## src/rtl/pc_fetch_sequencer.sv

```systemverilog
// Program counter owner and single-outstanding instruction fetch sequencer.
// Build macro DELAY_SLOT_EN selects delayed (branch delay slot) redirects.
module pc_fetch_sequencer #(
    parameter logic [31:0] RESET_VECTOR = 32'h0000_0000,
    parameter logic [31:0] EXC_VECTOR   = 32'h0000_0080
) (
    input  logic        clock,
    input  logic        reset_n,
    output logic        imem_req,
    output logic [31:0] imem_addr,
    input  logic        imem_ack,
    input  logic [31:0] imem_rdata,
    output logic        instr_valid,
    input  logic        instr_ready,
    output logic [31:0] instr,
    output logic [31:0] instr_pc,
    input  logic        redirect_valid,
    input  logic [31:0] redirect_target,
    input  logic        exc_req,
    output logic [31:0] epc,
    output logic [31:0] pc
);

    typedef enum logic [1:0] {
        ST_IDLE  = 2'd0,
        ST_REQ   = 2'd1,
        ST_HOLD  = 2'd2,
        ST_DRAIN = 2'd3
    } state_t;

    function automatic logic [31:0] word_align(input logic [31:0] addr);
        return addr & 32'hFFFF_FFFC;
    endfunction

    function automatic logic [31:0] next_seq(input logic [31:0] addr);
        return addr + 32'd4;
    endfunction

    state_t      state_r, state_s;
    logic [31:0] pc_r, pc_s;
    logic [31:0] instr_r, instr_s;
    logic [31:0] instr_pc_r, instr_pc_s;
    logic [31:0] epc_r, epc_s;
    logic        valid_r, valid_s;
    logic        req_r, req_s;

    logic        active_s;
    logic        exc_s;
    logic        redir_now_s;
    logic        event_s;
    logic        fetch_s;
    logic        accept_s;
    logic [31:0] redir_tgt_s;

`ifdef DELAY_SLOT_EN
    logic        pend_r, pend_s;
    logic [31:0] pend_tgt_r, pend_tgt_s;
    logic        slot_r, slot_s;
    logic        capture_s;
`endif

    // Event decode: exceptions outrank redirects; both are ignored in IDLE.
    always_comb begin
        active_s    = (state_r != ST_IDLE);
        exc_s       = exc_req && active_s;
        redir_tgt_s = word_align(redirect_target);
`ifdef DELAY_SLOT_EN
        capture_s   = redirect_valid && active_s && !exc_req;
        redir_now_s = 1'b0;
`else
        redir_now_s = redirect_valid && active_s && !exc_req;
`endif
        event_s     = exc_s || redir_now_s;
        fetch_s     = (state_r == ST_REQ) && imem_ack;
        accept_s    = (state_r == ST_HOLD) && instr_ready;
    end

    // State and datapath registers.
    always_ff @(posedge clock or negedge reset_n) begin
        if (!reset_n) begin
            state_r    <= ST_IDLE;
            pc_r       <= RESET_VECTOR;
            req_r      <= 1'b0;
            valid_r    <= 1'b0;
            instr_r    <= 32'h0000_0000;
            instr_pc_r <= 32'h0000_0000;
            epc_r      <= 32'h0000_0000;
`ifdef DELAY_SLOT_EN
            pend_r     <= 1'b0;
            pend_tgt_r <= 32'h0000_0000;
            slot_r     <= 1'b0;
`endif
        end else begin
            state_r    <= state_s;
            pc_r       <= pc_s;
            req_r      <= req_s;
            valid_r    <= valid_s;
            instr_r    <= instr_s;
            instr_pc_r <= instr_pc_s;
            epc_r      <= epc_s;
`ifdef DELAY_SLOT_EN
            pend_r     <= pend_s;
            pend_tgt_r <= pend_tgt_s;
            slot_r     <= slot_s;
`endif
        end
    end

    // Next-state selection; a request left outstanding by an event is drained.
    always_comb begin
        state_s = state_r;
        case (state_r)
            ST_IDLE: begin
                state_s = ST_REQ;
            end
            ST_REQ: begin
                if (event_s) begin
                    state_s = imem_ack ? ST_REQ : ST_DRAIN;
                end else if (imem_ack) begin
                    state_s = ST_HOLD;
                end else begin
                    state_s = ST_REQ;
                end
            end
            ST_HOLD: begin
                if (event_s || instr_ready) begin
                    state_s = ST_REQ;
                end else begin
                    state_s = ST_HOLD;
                end
            end
            ST_DRAIN: begin
                state_s = imem_ack ? ST_REQ : ST_DRAIN;
            end
            default: begin
                state_s = ST_IDLE;
            end
        endcase
    end

    // Output and datapath updates; imem_req is registered from the next state.
    always_comb begin
        pc_s       = pc_r;
        instr_s    = instr_r;
        instr_pc_s = instr_pc_r;
        epc_s      = epc_r;
        valid_s    = valid_r;
        req_s      = (state_s == ST_REQ) || (state_s == ST_DRAIN);
        if (exc_s) begin
            epc_s   = valid_r ? instr_pc_r : pc_r;
            pc_s    = EXC_VECTOR;
            valid_s = 1'b0;
        end else if (redir_now_s) begin
            pc_s    = redir_tgt_s;
            valid_s = 1'b0;
        end else if (fetch_s) begin
            instr_s    = imem_rdata;
            instr_pc_s = pc_r;
            valid_s    = 1'b1;
            pc_s       = next_seq(pc_r);
        end else if (accept_s) begin
            valid_s = 1'b0;
`ifdef DELAY_SLOT_EN
            // Accepting the delay slot applies the newest pending target.
            if (pend_r && slot_r) begin
                pc_s = capture_s ? redir_tgt_s : pend_tgt_r;
            end else begin
                pc_s = pc_r;
            end
`endif
        end else begin
            valid_s = valid_r;
        end
    end

`ifdef DELAY_SLOT_EN
    // Pending redirect bookkeeping; slot_r marks that the delay slot was fetched.
    always_comb begin
        pend_s     = pend_r;
        pend_tgt_s = pend_tgt_r;
        slot_s     = slot_r;
        if (exc_s) begin
            pend_s = 1'b0;
            slot_s = 1'b0;
        end else begin
            if (capture_s) begin
                pend_s     = 1'b1;
                pend_tgt_s = redir_tgt_s;
                slot_s     = pend_r ? slot_r : 1'b0;
            end else begin
                pend_s = pend_r;
            end
            if (fetch_s && (pend_r || capture_s)) begin
                slot_s = 1'b1;
            end else if (accept_s && pend_r && slot_r) begin
                pend_s = 1'b0;
                slot_s = 1'b0;
            end else begin
                pend_tgt_s = pend_tgt_s;
            end
        end
    end
`endif

    assign imem_req    = req_r;
    assign imem_addr   = pc_r;
    assign pc          = pc_r;
    assign instr_valid = valid_r;
    assign instr       = instr_r;
    assign instr_pc    = instr_pc_r;
    assign epc         = epc_r;

endmodule

```

## config.mk

```make
export PLATFORM = sky130hd
export DESIGN_NAME = pc_fetch_sequencer
export DESIGN_NICKNAME = d
export VERILOG_FILES = /design/src/rtl/pc_fetch_sequencer.sv
export SDC_FILE = /design/constraint.sdc
export NUM_CORES = 1
export LEC_CHECK = 0
export ABC_CLOCK_PERIOD_IN_PS = 3400
export CAP_MARGIN = 30
export CORE_AREA = 2 2 116 118
export DETAILED_ROUTE_END_ITERATION = 12
export DIE_AREA = 0 0 118 120
export PLACE_DENSITY = 0.95
export SKIP_LAST_GASP = 1
export SYNTH_ARGS = -nofsm -noshare
export SYNTH_HDL_FRONTEND = slang
export SYNTH_SLANG_ARGS = --single-unit
```

## constraint.sdc

```tcl
create_clock -name clock -period 3.4 [get_ports clock]
set_input_delay 0.68 -clock clock [delete_from_list [all_inputs] [get_ports clock]]
set_output_delay 0.68 -clock clock [all_outputs]
set_load 0.03 [all_outputs]
```

==> results_dict.tcl, run 1 <==
set metrics [dict create \
    final_area_mm2 0.00876 \
    relSlewSlack 0.475 \
    ys.flop_type "dfrtp_1" \
    grt_max_degree 86 \
    max_freq_ghz 0.373 \
    cts-htree-levels 4 \
    routed_wl_um 17700 \
    vias 5552 \
    async_flop_share 1.00 \
    avgSynthCellArea_um2 8.95 \
    setup_tns_ns 0 \
    synth_top_family_by_area "simple AND/OR/NAND/NOR gates" \
    ant_nets 0 \
    ctsResizeCount 0 \
    synth_fa_ha_area_frac 0.00412 \
    synth_seq_cells 125 \
    io_buffers 221 \
    ys_seq_area_frac 0.515 \
    io_pins 232 \
    clkTransAtPathRegs_ns 0.05 \
    required_ns 3.70 \
    synthMuxAreaShare 0.0577 \
    placed_area_mm2 0.00823 \
    syn_area_mm2 0.00607 \
    die-area_mm2 0.0142 \
    cts_buffer_depth 2 \
    cap_violations 0 \
    max_slew.worst_pin.slew_ns 0.787 \
    min_period_ns 2.68 \
    hold_violations 0 \
    numClockSinks 125 \
    netlist_instances 679 \
    antenna-diode-count 0 \
    synth_compound_area_frac 0.114 \
    cts_tree "yes" \
    initial_core_util 0.468 \
    grtUsageTotal 0.255 \
    worstSetupPathType "in2reg" \
    cts-root-buf "clkbuf_16" \
    first_pass_iters 5 \
    grt-ovfl-total 0 \
    min_path_type "in2async" \
    drc 0 \
    worstPathArrival_ns 2.99 \
    setup_viol 0 \
    fin_ws_ns 0.716 \
    core_mm2 0.0130 \
    cts.hold.buffers_added 0 \
    gp_congestion 0.832 \
    grt_pass1_vias 5503 \
    rsz0062_at_grt "no" \
    status "complete, no violations" \
    grt_pass1_wl_um 28400 \
    end_kind "flip-flop" \
    synth_xor_area_frac 0.00865 \
    min_period_over_period 0.789 \
    dpl.hpwl_um 12000 \
    drive_above_1_share 0.0667 \
    yosys.area_share.simple 0.218 \
    syn2layout_area_growth_pct 44.3 \
    die_x_um 118 \
    clk_latency_ns 0.42 \
    leakage_nw 3.81 \
    rows 42 \
    power_density_mw_per_mm2 644 \
    skew_ns 0.00685 \
    dr.first_iter.drc_count 371 \
    ys_warn_count 0 \
    wl_per_cell_um 16.9 \
    antenna_found_initial 0 \
    avgViaCountPerCell 5.31 \
    drv_slew 0 \
    startpoint_type "input pin" \
    pre_cts_ws_ns 0.329 \
    dieHeight_um 120 \
    worstPathMaxFanout 24 \
    post_cts_buffers 0 \
    ys_types 54 \
    ir_drop_uv 537 \
    cts_buffers 17 \
    fin_nets 929 \
    synth_edf_count 0 \
]
## cells by family (layout without fill, tap and decap cells)
kind of cell	count (synthesis)	count (layout)
AOI/OAI and AO/OA	115	115
xor gates and xnor gates	6	6
adders and majority gates	2	2
buffers and inverters	88	271
DFF	125	125
muxes	35	35
other	1	8
and+or+nand+nor	307	307
## cell usage after synthesis (all sizes together), types with 2 or more instances
master / number / share of area
clkbuf: 32 / 0.020
a21oi: 10 / 0.0082
nand3: 18 / 0.015
a21boi: 2 / 0.0025
a21o: 3 / 0.0037
nand2: 230 / 0.14
and3: 5 / 0.0051
nor3: 11 / 0.0091
xnor2: 2 / 0.0029
o21ai: 61 / 0.050
xor2: 4 / 0.0058
inv: 6 / 0.0037
dfrtp: 125 / 0.51
mux2i: 35 / 0.058
and2: 4 / 0.0041
or3: 3 / 0.0033
o311ai: 4 / 0.0058
and4: 3 / 0.0043
nor4: 6 / 0.0062
ha: 2 / 0.0041
nor3b: 2 / 0.0025
o22ai: 3 / 0.0031
a22oi: 12 / 0.015
a31oi: 6 / 0.0062
o2bb2ai: 2 / 0.0029
nand4: 5 / 0.0062
nor2b: 2 / 0.0021
or4: 5 / 0.0070
buf: 50 / 0.058
o211ai: 4 / 0.0049
nor2: 10 / 0.0062
## state kept, by name (all words and copies together), names as in the netlist
register     flops
instr_valid      1
instr_pc        30
state_r          1
imem_req         1
epc             30
instr           32
imem_addr       30
## power breakdown
group	switching [W]	leakage [nW]	total (W)	internal, W
combinational	0.00116	1.91	0.00196	0.000801
clock	0.000648	0.253	0.00163	0.000986
sequential	0.000263	1.64	0.00205	0.00179
## critical path, cell delays in order
cell,delay (ns)
clkdlybuf4s50_1,0.57
nor4b_2,0.56
nand2_4,0.27
or4_1,0.62
o311ai_1,0.28
## per-layer routing
metal / share of wire / GRT usage / vias up
met5: 0 / 0 / -
met4: 0.027 / 0.123 / 0
met3: 0.080 / 0.0737 / 36
met2: 0.49 / 0.418 / 271
met1: 0.40 / 0.311 / 2634
li1: - / - / 2611
## metrics by stage
stage	utilization	power (W)	hold WS [ns]	instances
floorplan	-	0.00314	0.384	686
global placement	0.634	0.00398	0.457	1014
detailed placement	0.634	0.00403	0.461	1014
CTS	0.675	0.00569	0.345	1045
global route	0.675	0.00592	0.380	1045
finish	0.675	0.00564	0.319	1045
## worst paths after layout
check                      startpoint            end  slack [ns]  cells after the start
max                           exc_req  imem_addr[25]        0.72                      5
min                           reset_n         epc[3]        0.32                      1
max reg2reg                state_r[1]  imem_addr[25]        1.00                      4
min reg2reg                 instr[17]      instr[17]        0.47                      2
max in group asynchronous     reset_n       instr[1]        2.39                      2
min in group clock          instr[17]      instr[17]        0.47                      2
## cell usage in the layout (no fill, tap or decap), drive strengths merged, types with 7 or more instances in the layout
master / n
buf: 14
nor3: 11
mux2i: 35
a22oi: 12
nor2: 10
dfrtp: 125
clkdlybuf4s50: 220
o21ai: 61
nand2: 230
conb: 8
nand3: 18
a21oi: 10
clkbuf: 18
clkinv: 7
## cell type report
cell class / count / area (µm²)
Clock buffer: 18 / 429
Clock inverter: 13 / 103
Fill cell: 981 / 4220
Inverter: 6 / 22.5
Multi-Input combinational cell: 473 / 2510
Sequential cell: 125 / 3130
Tap cell: 176 / 220
Timing Repair Buffer: 234 / 2350
(Power assumes the default switching activity.)
==> run 2: changes to the inputs <==
ABC_CLOCK_PERIOD_IN_PS = 2400   (was 3400)
CORE_AREA = 2 2 127 129   (was 2 2 116 118)
DIE_AREA = 0 0 129 131   (was 0 0 118 120)
PLACE_DENSITY = 0.87   (was 0.95)
clock period = 2.4 ns   (was 3.4 ns; I/O delays follow)
==> run 2 against run 1 <==
Clock skew is 0.0017 ns higher; count of clock-buffer cells in the layout is 7 higher; sequential power rose by 39%; total power increased by 51%; final area grew 4.6%; first-iteration DRC count down 12%; highest routed layer unchanged.
==> results_dict.tcl, run 2 (same netlist as run 1, synthesis figures left out) <==
set metrics [dict create \
    required_ns 1.92 \
    grt_pass1_vias 5732 \
    setup_viol 0 \
    grtUsageTotal 0.222 \
    ant_nets 0 \
    avgViaCountPerCell 5.09 \
    worstSetupPathType "reg2out" \
    cts_buffers 17 \
    min_period_ns 2.16 \
    fin_util 0.588 \
    cp_cell_sequence "clkdlybuf4s50_1" \
    dr.first_iter.drc_count 326 \
    worstPathArrival_ns 1.68 \
    layout_common_cells "nand2_1 (228), clkdlybuf4s50_1 (219), dfrtp_1 (124)" \
    antenna-diode-count 0 \
    dieHeight_um 131 \
    clkPwrFrac 0.325 \
    worstPathMaxFanout 9 \
    use_met2 0.363 \
    cts_buffer_depth 2 \
    hold_violations 0 \
    switching_power_w 0.00292 \
    slowest_stage "clkdlybuf4s50_1" \
    drv_slew 0 \
    layout_commonest_cell "nand2_1" \
    first_pass_iters 4 \
    antenna_found_initial 0 \
    pre_cts_ws_ns 0.0248 \
    top_usage_layer "met2" \
    status "complete, no violations" \
    clkTransAtPathRegs_ns 0.06 \
    grt_max_degree 65 \
    syn2layout_area_growth_pct 50.9 \
    cap_violations 0 \
    rows 46 \
    min_period_over_period 0.899 \
    cts-htree-levels 4 \
    end_kind "output pin" \
    fin_nets 960 \
    ir_drop_uv 563 \
    cts-root-buf "clkbuf_16" \
    rr_endpoint "imem_addr[19]" \
    grt_pass1_wl_um 29400 \
    rrSetupSlack_ns 0.28 \
    vias 5675 \
    dpl.hpwl_um 12900 \
    p_comb_frac 0.342 \
    io_pins 232 \
    gr-usage-met3 0.0704 \
    routed_wl_um 18500 \
    relSlewSlack 0.596 \
    leakage_nw 4.03 \
    min_path_type "in2async" \
    place_inst 1085 \
    groute.layer.met1.usage 0.280 \
    drc 0 \
    critPathLaunch "imem_addr[20]" \
    seq_power_share 0.333 \
    cpLargestDelayFamily "buffers and inverters" \
    startpoint_type "flip-flop" \
    wl_per_cell_um 16.6 \
    final_cells 1116 \
    die_x_um 129 \
    rsz0062_at_grt "no" \
    p_sw_frac 0.343 \
    core_mm2 0.0156 \
    clk_latency_ns 0.41 \
    largest_reg_flops 32 \
    grt-ovfl-total 0 \
    power_density_mw_per_mm2 930 \
    skew_ns 0.00853 \
    die-area_mm2 0.0169 \
    rr_worst_depth 5 \
    drive_above_1_share 0.0967 \
    critPathMaxStageDelay_ns 0.74 \
    whs_ns 0.00459 \
    initial_core_util 0.389 \
    numClockSinks 125 \
    crit_buf_inv 1 \
    io_buffers 221 \
    r2r_start "imem_addr[12]" \
    setup_tns_ns 0 \
    cts_tree "yes" \
    max_slew.worst_pin.slew_ns 0.606 \
    fin_ws_ns 0.243 \
    max_freq_ghz 0.464 \
    gp_congestion 0.833 \
    p_int_w 0.00560 \
]
[run 2: metal layers]
metal	up-vias	part of all wire
met1	2718	0.43
met4	0	0.023
met3	40	0.066
met5	-	0
met2	239	0.48
li1	2678	-
[run 2: power groups by stage]
stage / clock [W] / combinational (W) / sequential (W)
3_3_place_gp: 0 / 0.00287 / 0.00284
2_1_floorplan: 0 / 0.000750 / 0.00369
3_5_place_dp: 0 / 0.00293 / 0.00286
4_1_cts: 0.00281 / 0.00294 / 0.00284
6_report: 0.00277 / 0.00292 / 0.00284
5_1_grt: 0.00292 / 0.00310 / 0.00290
[run 2: what timing repair did]
action	in CTS	in global routing
gates resized for setup	0	1
setup endpoints to repair	0	1
hold buffers	0	0
buffers inserted	0	0
[run 2: cell type report]
type	count	area [µm²]
fill	1308	6430
sequential	125	3130
timing repair buffer	265	2600
multi-input combinational	473	2510
clock buffer	25	505
tap	216	270
clock inverter	6	130
inverter	6	22.5
[run 2: how the worst max path moves through the flow]
stage | cells past startpoint | end
after floorplan | 6 | imem_addr[19]
after global placement | 6 | imem_addr[25]
after detailed placement | 6 | imem_addr[25]
after CTS | 1 | imem_req
after global routing | 5 | imem_addr[19]
final | 1 | imem_addr[20]
[run 2: per-stage QoR]
step / power, W / instance area, µm²
CTS: 0.00859 / 9160
floorplan: 0.00444 / 6100
global route: 0.00892 / 9170
detailed placement: 0.00579 / 8530
global placement: 0.00571 / 8530
finish: 0.00852 / 9170
